==> src/rtl/alu_pkg.sv <==
// alu_pkg: opcode map, mode bit index and flag bundle shared by the alu_pipe slice.
package alu_pkg;
    localparam int MODE_BIT = 3;
    localparam logic [3:0] OP_INC_A  = 4'b0000;
    localparam logic [3:0] OP_DEC_A  = 4'b0001;
    localparam logic [3:0] OP_SHL1_A = 4'b0010;
    localparam logic [3:0] OP_INC_B  = 4'b0011;
    localparam logic [3:0] OP_DEC_B  = 4'b0100;
    localparam logic [3:0] OP_SHL1_B = 4'b0101;
    localparam logic [3:0] OP_ADD    = 4'b0110;
    localparam logic [3:0] OP_SHL2_A = 4'b0111;
    localparam logic [3:0] OP_NOT_A  = 4'b1000;
    localparam logic [3:0] OP_NOT_B  = 4'b1001;
    localparam logic [3:0] OP_AND    = 4'b1010;
    localparam logic [3:0] OP_OR     = 4'b1011;
    localparam logic [3:0] OP_XOR    = 4'b1100;
    localparam logic [3:0] OP_XNOR   = 4'b1101;
    localparam logic [3:0] OP_NAND   = 4'b1110;
    localparam logic [3:0] OP_NOR    = 4'b1111;
    typedef struct packed {
        logic z;
        logic n;
        logic v;
    } flags_t;
endpackage

==> src/rtl/alu_pipe_if.sv <==
// alu_pipe_if: operand beat in, result beat out, each with a valid/ready handshake.
interface alu_pipe_if #(parameter int WIDTH = 8);
    logic             in_valid;
    logic             in_ready;
    logic [WIDTH-1:0] a;
    logic [WIDTH-1:0] b;
    logic [3:0]       sel;
    logic             out_valid;
    logic             out_ready;
    logic [WIDTH+1:0] y;
    logic             flag_z;
    logic             flag_n;
    logic             flag_v;
    modport master (
        output in_valid, a, b, sel, out_ready,
        input  in_ready, out_valid, y, flag_z, flag_n, flag_v
    );
    modport slave (
        input  in_valid, a, b, sel, out_ready,
        output in_ready, out_valid, y, flag_z, flag_n, flag_v
    );
endinterface

==> src/rtl/alu_core.sv <==
// alu_core: combinational ALU datapath producing y and flags from the stage-1 operands.
// ALU_PIPE_SATURATE_EN clamps overflowing arithmetic results to the WIDTH-bit signed range.
module alu_core import alu_pkg::*; #(parameter int WIDTH = 8) (
    input  logic [WIDTH-1:0] a,
    input  logic [WIDTH-1:0] b,
    input  logic [3:0]       sel,
    output logic [WIDTH+1:0] y,
    output flags_t           f
);
    logic [WIDTH+1:0] ea, eb, one, ar, ys;
    logic [WIDTH-1:0] lr;
    logic             arith, ovf;
    assign ea    = {{2{a[WIDTH-1]}}, a};
    assign eb    = {{2{b[WIDTH-1]}}, b};
    assign one   = {{(WIDTH+1){1'b0}}, 1'b1};
    assign arith = !sel[MODE_BIT];
    always_comb begin
        ar = '0;
        lr = '0;
        case (sel)
            OP_INC_A:  ar = ea + one;
            OP_DEC_A:  ar = ea - one;
            OP_SHL1_A: ar = ea << 1;
            OP_INC_B:  ar = eb + one;
            OP_DEC_B:  ar = eb - one;
            OP_SHL1_B: ar = eb << 1;
            OP_ADD:    ar = ea + eb;
            OP_SHL2_A: ar = ea << 2;
            OP_NOT_A:  lr = ~a;
            OP_NOT_B:  lr = ~b;
            OP_AND:    lr = a & b;
            OP_OR:     lr = a | b;
            OP_XOR:    lr = a ^ b;
            OP_XNOR:   lr = a ~^ b;
            OP_NAND:   lr = ~(a & b);
            OP_NOR:    lr = ~(a | b);
        endcase
    end
    // fits in WIDTH signed bits only when the top three bits agree
    assign ovf = !(&ar[WIDTH+1:WIDTH-1] || ~|ar[WIDTH+1:WIDTH-1]);
`ifdef ALU_PIPE_SATURATE_EN
    logic [WIDTH+1:0] sat;
    assign sat = ar[WIDTH+1] ? {3'b111, {(WIDTH-1){1'b0}}} : {3'b000, {(WIDTH-1){1'b1}}};
    assign ys  = ovf ? sat : ar;
`else
    assign ys  = ar;
`endif
    assign y   = arith ? ys : {2'b00, lr};
    assign f.z = y == '0;
    assign f.n = arith && y[WIDTH+1];
    assign f.v = arith && ovf;
endmodule

==> src/rtl/alu_pipe.sv <==
// alu_pipe: two-stage valid/ready pipeline around alu_core (operand stage, result stage).
// Saturating arithmetic is selected in alu_core by ALU_PIPE_SATURATE_EN.
module alu_pipe import alu_pkg::*; #(parameter int WIDTH = 8) (
    input logic       clk,
    input logic       rst,
    alu_pipe_if.slave bus
);
    logic             s1_valid, s2_valid, s1_adv, s2_adv;
    logic [WIDTH-1:0] s1_a, s1_b;
    logic [3:0]       s1_sel;
    logic [WIDTH+1:0] core_y, s2_y;
    flags_t           core_f, s2_f;
    assign s2_adv       = !s2_valid || bus.out_ready;
    assign s1_adv       = !s1_valid || s2_adv;
    assign bus.in_ready = s1_adv;
    always_ff @(posedge clk) begin
        if (rst) begin
            s1_valid <= 1'b0;
            s1_a     <= '0;
            s1_b     <= '0;
            s1_sel   <= '0;
        end else if (s1_adv) begin
            s1_valid <= bus.in_valid;
            if (bus.in_valid) begin
                s1_a   <= bus.a;
                s1_b   <= bus.b;
                s1_sel <= bus.sel;
            end
        end
    end
    alu_core #(.WIDTH(WIDTH)) u_core (
        .a   (s1_a),
        .b   (s1_b),
        .sel (s1_sel),
        .y   (core_y),
        .f   (core_f)
    );
    always_ff @(posedge clk) begin
        if (rst) begin
            s2_valid <= 1'b0;
            s2_y     <= '0;
            s2_f     <= '0;
        end else if (s2_adv) begin
            s2_valid <= s1_valid;
            if (s1_valid) begin
                s2_y <= core_y;
                s2_f <= core_f;
            end
        end
    end
    assign bus.out_valid = s2_valid;
    assign bus.y         = s2_y;
    assign bus.flag_z    = s2_f.z;
    assign bus.flag_n    = s2_f.n;
    assign bus.flag_v    = s2_f.v;
endmodule
==> src/flat_wrapper.sv <==
// flat-port wrapper written by rule: the top's interface ports become plain ports
module alu_pipe_flat import alu_pkg::*;
#(parameter int WIDTH = 8)
  (clk, rst, bus_in_valid, bus_a, bus_b, bus_sel, bus_out_ready, bus_in_ready, bus_out_valid, bus_y, bus_flag_z, bus_flag_n, bus_flag_v);
  alu_pipe_if #(.WIDTH(WIDTH)) bus_i ();
  input logic clk;
  input logic rst;
  input wire logic [$bits(bus_i.in_valid)-1:0] bus_in_valid;
  input wire logic [$bits(bus_i.a)-1:0] bus_a;
  input wire logic [$bits(bus_i.b)-1:0] bus_b;
  input wire logic [$bits(bus_i.sel)-1:0] bus_sel;
  input wire logic [$bits(bus_i.out_ready)-1:0] bus_out_ready;
  output wire logic [$bits(bus_i.in_ready)-1:0] bus_in_ready;
  output wire logic [$bits(bus_i.out_valid)-1:0] bus_out_valid;
  output wire logic [$bits(bus_i.y)-1:0] bus_y;
  output wire logic [$bits(bus_i.flag_z)-1:0] bus_flag_z;
  output wire logic [$bits(bus_i.flag_n)-1:0] bus_flag_n;
  output wire logic [$bits(bus_i.flag_v)-1:0] bus_flag_v;
  assign bus_i.in_valid = bus_in_valid;
  assign bus_i.a = bus_a;
  assign bus_i.b = bus_b;
  assign bus_i.sel = bus_sel;
  assign bus_i.out_ready = bus_out_ready;
  assign bus_in_ready = bus_i.in_ready;
  assign bus_out_valid = bus_i.out_valid;
  assign bus_y = bus_i.y;
  assign bus_flag_z = bus_i.flag_z;
  assign bus_flag_n = bus_i.flag_n;
  assign bus_flag_v = bus_i.flag_v;
  alu_pipe #(.WIDTH(WIDTH)) u_core (.clk(clk), .rst(rst), .bus(bus_i));
endmodule
==> config.mk <==
export PLATFORM = sky130hd
export DESIGN_NAME = alu_pipe_flat
export DESIGN_NICKNAME = d
export VERILOG_FILES = /design/src/rtl/alu_pkg.sv /design/src/rtl/alu_pipe_if.sv /design/src/rtl/alu_core.sv /design/src/rtl/alu_pipe.sv /design/src/flat_wrapper.sv
export SDC_FILE = /design/constraint.sdc
export NUM_CORES = 1
export LEC_CHECK = 0
export ABC_CLOCK_PERIOD_IN_PS = 3900
export CORE_MARGIN = 2
export CORE_UTILIZATION = 40
export CTS_CLUSTER_DIAMETER = 60
export DETAILED_ROUTE_END_ITERATION = 10
export GPL_TIMING_DRIVEN = 0
export PLACE_DENSITY = 0.63
export SKIP_LAST_GASP = 1
export SYNTH_ARGS = -nofsm -noshare
export SYNTH_HDL_FRONTEND = slang
export SYNTH_SLANG_ARGS = --single-unit
export TNS_END_PERCENT = 50
==> constraint.sdc <==
create_clock -name clk -period 3.9 [get_ports clk]
set_input_delay 0.78 -clock clk [delete_from_list [all_inputs] [get_ports clk]]
set_output_delay 0.78 -clock clk [all_outputs]
set_load 0.03 [all_outputs]
==> summary.md <==
| Metric | Value |
|---|---|
| Status | completed |
| Vias | 3940 |
| Required time of the critical path | 4.09 ns |
| Post-CTS Resized | 0 |
| CTS tree | done |
| Post-route setup TNS | 0 ns |
| Startpoint Class | flop |
| Post-synthesis sequential area ratio | 18.6% |
| Clk sinks | 34 |
| Slew Limit Fails | 0 |
| # setup viols final | 0 |
| Cell area after synthesis | 3650 um^2 |
| Final period util | 84.4% |
| Minimum clock period | 3.29 ns |
| Global-route wire length before repair | 20300 um |
| Largest net degree at the start of global routing | 12 |
| All-Layer GR Usage | 26.2% |
| Routability cong. | 0.968 |
| PwrDens | 258 nW/um^2 |
| Core area | 8810 um^2 |
| RSZ-0062 raised after global routing | false |
| Num ports | 39 |
| Fill count | 892 |
| Final Hold Viols | 0 |
| Drt initial violations | 374 |
| Area grow syn2layout | 16.7% |
| Syn_area_per_cell | 7.42 um^2 |
| Worst Path Arrival | 3.48 ns |
| F_max | 304 MHz |
| Max-cap violations | 0 |
| Clk buf depth | 2 |
| Post-synth top cells | 82 x nand2_1, 52 x a21oi_1, 34 x dfxtp_1 |
| Vias per cell | 6.10 |
| Post-CTS setup buffer count | 0 |
| Inserted Diodes | 0 |
| CP Max Fanout | 10 |
| Rows | 34 |
| Synth async-reset ratio | 0% |
| Vias in the first global route | 3712 |
| Initial antenna violation count | 0 |
| Reg2Reg Setup Slack | 0.61 ns |
| DRC violations left | 0 |
| Hold buffer count at cts | 0 |
| H-tree Lvls | 2 |
| Total Wirelength | 12700 um |
| CP Capture Type | flop |
| Die ar. | 9910 um^2 |
| P_leak | 1.58 nW |
| Cell count after synthesis | 492 |
| Number of flops mapped to enable cells by yosys | 0 |
| Avg WL per Cell | 19.6 um |
| Maximum vdd drop | 0.000218 V |
| Congestion Overflow GR | 0 |
| Layout cell share with drive strength beyond 1 | 12.1% |
| Post-route ant nets | 0 |
| HPWL Detailed | 9770 um |
| Placed Area | 4170 um^2 |
| Yosys top cell area share | 18.6% |
| Worst-path clk slew | 0.08 ns |
| Port Buffer Count | 38 |
| Worst Setup SP | u_core.s1_a[2]$_SDFFE_PP0P_ |
| Clock root buffer | clkbuf_8 |
| Synth area leaders | dfxtp_1 19%, nand2_1 8.4%, ha_1 7.2%, a21oi_1 7.1%, o21ai_0 3.7% |
| Chip Height | 99.5 um |
| Critical path endpoint | u_core.bus.flag_z$_SDFFE_PP0P_ |
| Yosys warns | 0 |
| Post-route cell area | 4260 um^2 |
| Syn_nets | 537 |
| Fin Hold WS | 0.456 ns |
| Final net count | 582 |
| Die X-Extent | 99.5 um |
| Max_slew headroom | 33.7% |
| Synthesis-stage register bit count | 34 |
| Pre-Repair DR Iteration Count | 5 |
| Clk Latency, worst-skew pair | 0.29 ns |
| Critical path class | reg2reg |
| Cts bufs inserted | 5 |
| Hold WC Path Type | reg2reg |
| Main synth FF type | dfxtp_1 |
| Largest area contributor in the netlist | dfxtp_1 |
| Cell variety after synth | 80 |
| Reg-to-Reg End | u_core.bus.flag_z$_SDFFE_PP0P_ |
| Initial cell density of the core | 41.5% |
| Reg-to-reg startpoint | u_core.s1_a[2]$_SDFFE_PP0P_ |
| Clk_skew | 0.00508 ns |
| Cell with the most instances after synthesis | nand2_1 |
| Slew @ Worst Pin | 0.992 ns |
| Worst Reg2Reg Path Length in Cells | 10 |
[how the worst min path moves through the flow]
stage	end	slack (ns)	depth (start not counted)	from
after floorplan	u_core.bus.out_valid$_SDFFE_PP0P_	0.50	2	u_core.s1_valid$_SDFFE_PP0N_
after global placement	u_core.bus.y[3]$_SDFFE_PP0P_	0.45	2	u_core.bus.y[3]$_SDFFE_PP0P_
after global routing	u_core.bus.y[6]$_SDFFE_PP0P_	0.48	2	u_core.bus.y[6]$_SDFFE_PP0P_
final	u_core.bus.y[7]$_SDFFE_PP0P_	0.46	2	u_core.bus.y[7]$_SDFFE_PP0P_
after detailed placement	u_core.bus.y[7]$_SDFFE_PP0P_	0.45	2	u_core.bus.y[7]$_SDFFE_PP0P_
after CTS	u_core.bus.y[7]$_SDFFE_PP0P_	0.46	2	u_core.bus.y[7]$_SDFFE_PP0P_
[per-stage QoR]
stage	utilization (%)	worst slack, ns	total power, mW	std cells
after floorplan	-	1.32	0.682	492
after global placement	47.3	0.688	0.812	638
final	48.4	0.609	1.10	646
after detailed placement	47.3	0.705	0.815	638
after global routing	48.4	0.442	1.16	646
after CTS	48.4	0.676	1.10	646
[worst max-delay path, stage by stage, from the launching register on]
cell and delay [ns]:
dfxtp_1 0.42, buf_1 0.47, inv_1 0.09, ha_1 0.39, o21ai_0 0.23, or4b_2 0.65
a21oi_1 0.21, a21oi_1 0.11, a21oi_1 0.28, nor4_1 0.10, a32o_1 0.21
[area by class of cell]
cell class	count	area, um^2	area share (%)
Clock buffer	6	82.6	1.94
Inverter	20	75.1	1.76
Clock inverter	2	12.5	0.294
Sequential cell	34	681	16.0
Timing Repair Buffer	38	380	8.93
Tap cell	108	135	3.17
Buffer	42	246	5.78
Multi-Input combinational cell	396	2650	62.2
[report_power, final]
group | total [mW] | switching [mW] | internal [mW]
sequential | 0.388 | 0.0206 | 0.367
combinational | 0.430 | 0.254 | 0.176
clock | 0.283 | 0.141 | 0.142
[registers in the layout (all words and copies together), names as in the netlist]
name / cells
u_core.bus.y: 9
u_core.bus.flag_v: 1
u_core.bus.flag_z: 1
u_core.bus.out_valid: 1
u_core.s1_b: 8
u_core.s1_sel: 4
u_core.s1_a: 8
u_core.bus.flag_n: 1
u_core.s1_valid: 1
[cell usage in the layout, fill, tap and decap left out, types with 6 or more instances in the layout]
cell | Yosys | final
a211oi_1 | 9 | 9
a21oi_1 | 52 | 52
buf_2 | 14 | 14
buf_6 | 7 | 7
clkbuf_1 | 15 | 15
clkbuf_8 | 0 | 6
clkdlybuf4s50_1 | 0 | 38
dfxtp_1 | 34 | 34
ha_1 | 21 | 21
inv_1 | 19 | 19
mux2i_1 | 6 | 6
nand2_1 | 82 | 82
nand3_1 | 17 | 17
nor2_1 | 28 | 28
nor2b_1 | 8 | 8
nor3_1 | 8 | 8
o211ai_1 | 8 | 8
o21ai_0 | 27 | 27
xnor2_1 | 15 | 15
xor2_1 | 6 | 6
[cells by family (layout without fill, tap and decap cells)]
| logic type | after synthesis | count (layout) | share of synthesized area [%] |
|---|---|---|---|
| adders and majority gates | 21 | 21 | 7.20 |
| and+or+nand+nor | 187 | 187 | 27.0 |
| AOI/OAI and AO/OA | 156 | 156 | 29.5 |
| xor gates and xnor gates | 21 | 21 | 5.04 |
| DFF | 34 | 34 | 18.6 |
| muxes | 11 | 11 | 3.80 |
| buffers and inverters | 62 | 108 | 8.81 |
[per-layer routing]
layer  part of all wire (%)  vias to the layer above  GRT usage, %
met2                     45                      194          42.2
met1                     44                     1828          36.5
met5                      0                        -             0
li1                       -                     1886             -
met3                    8.6                       32          4.36
met4                    2.3                        0          6.85
(Power assumes the default switching activity.)
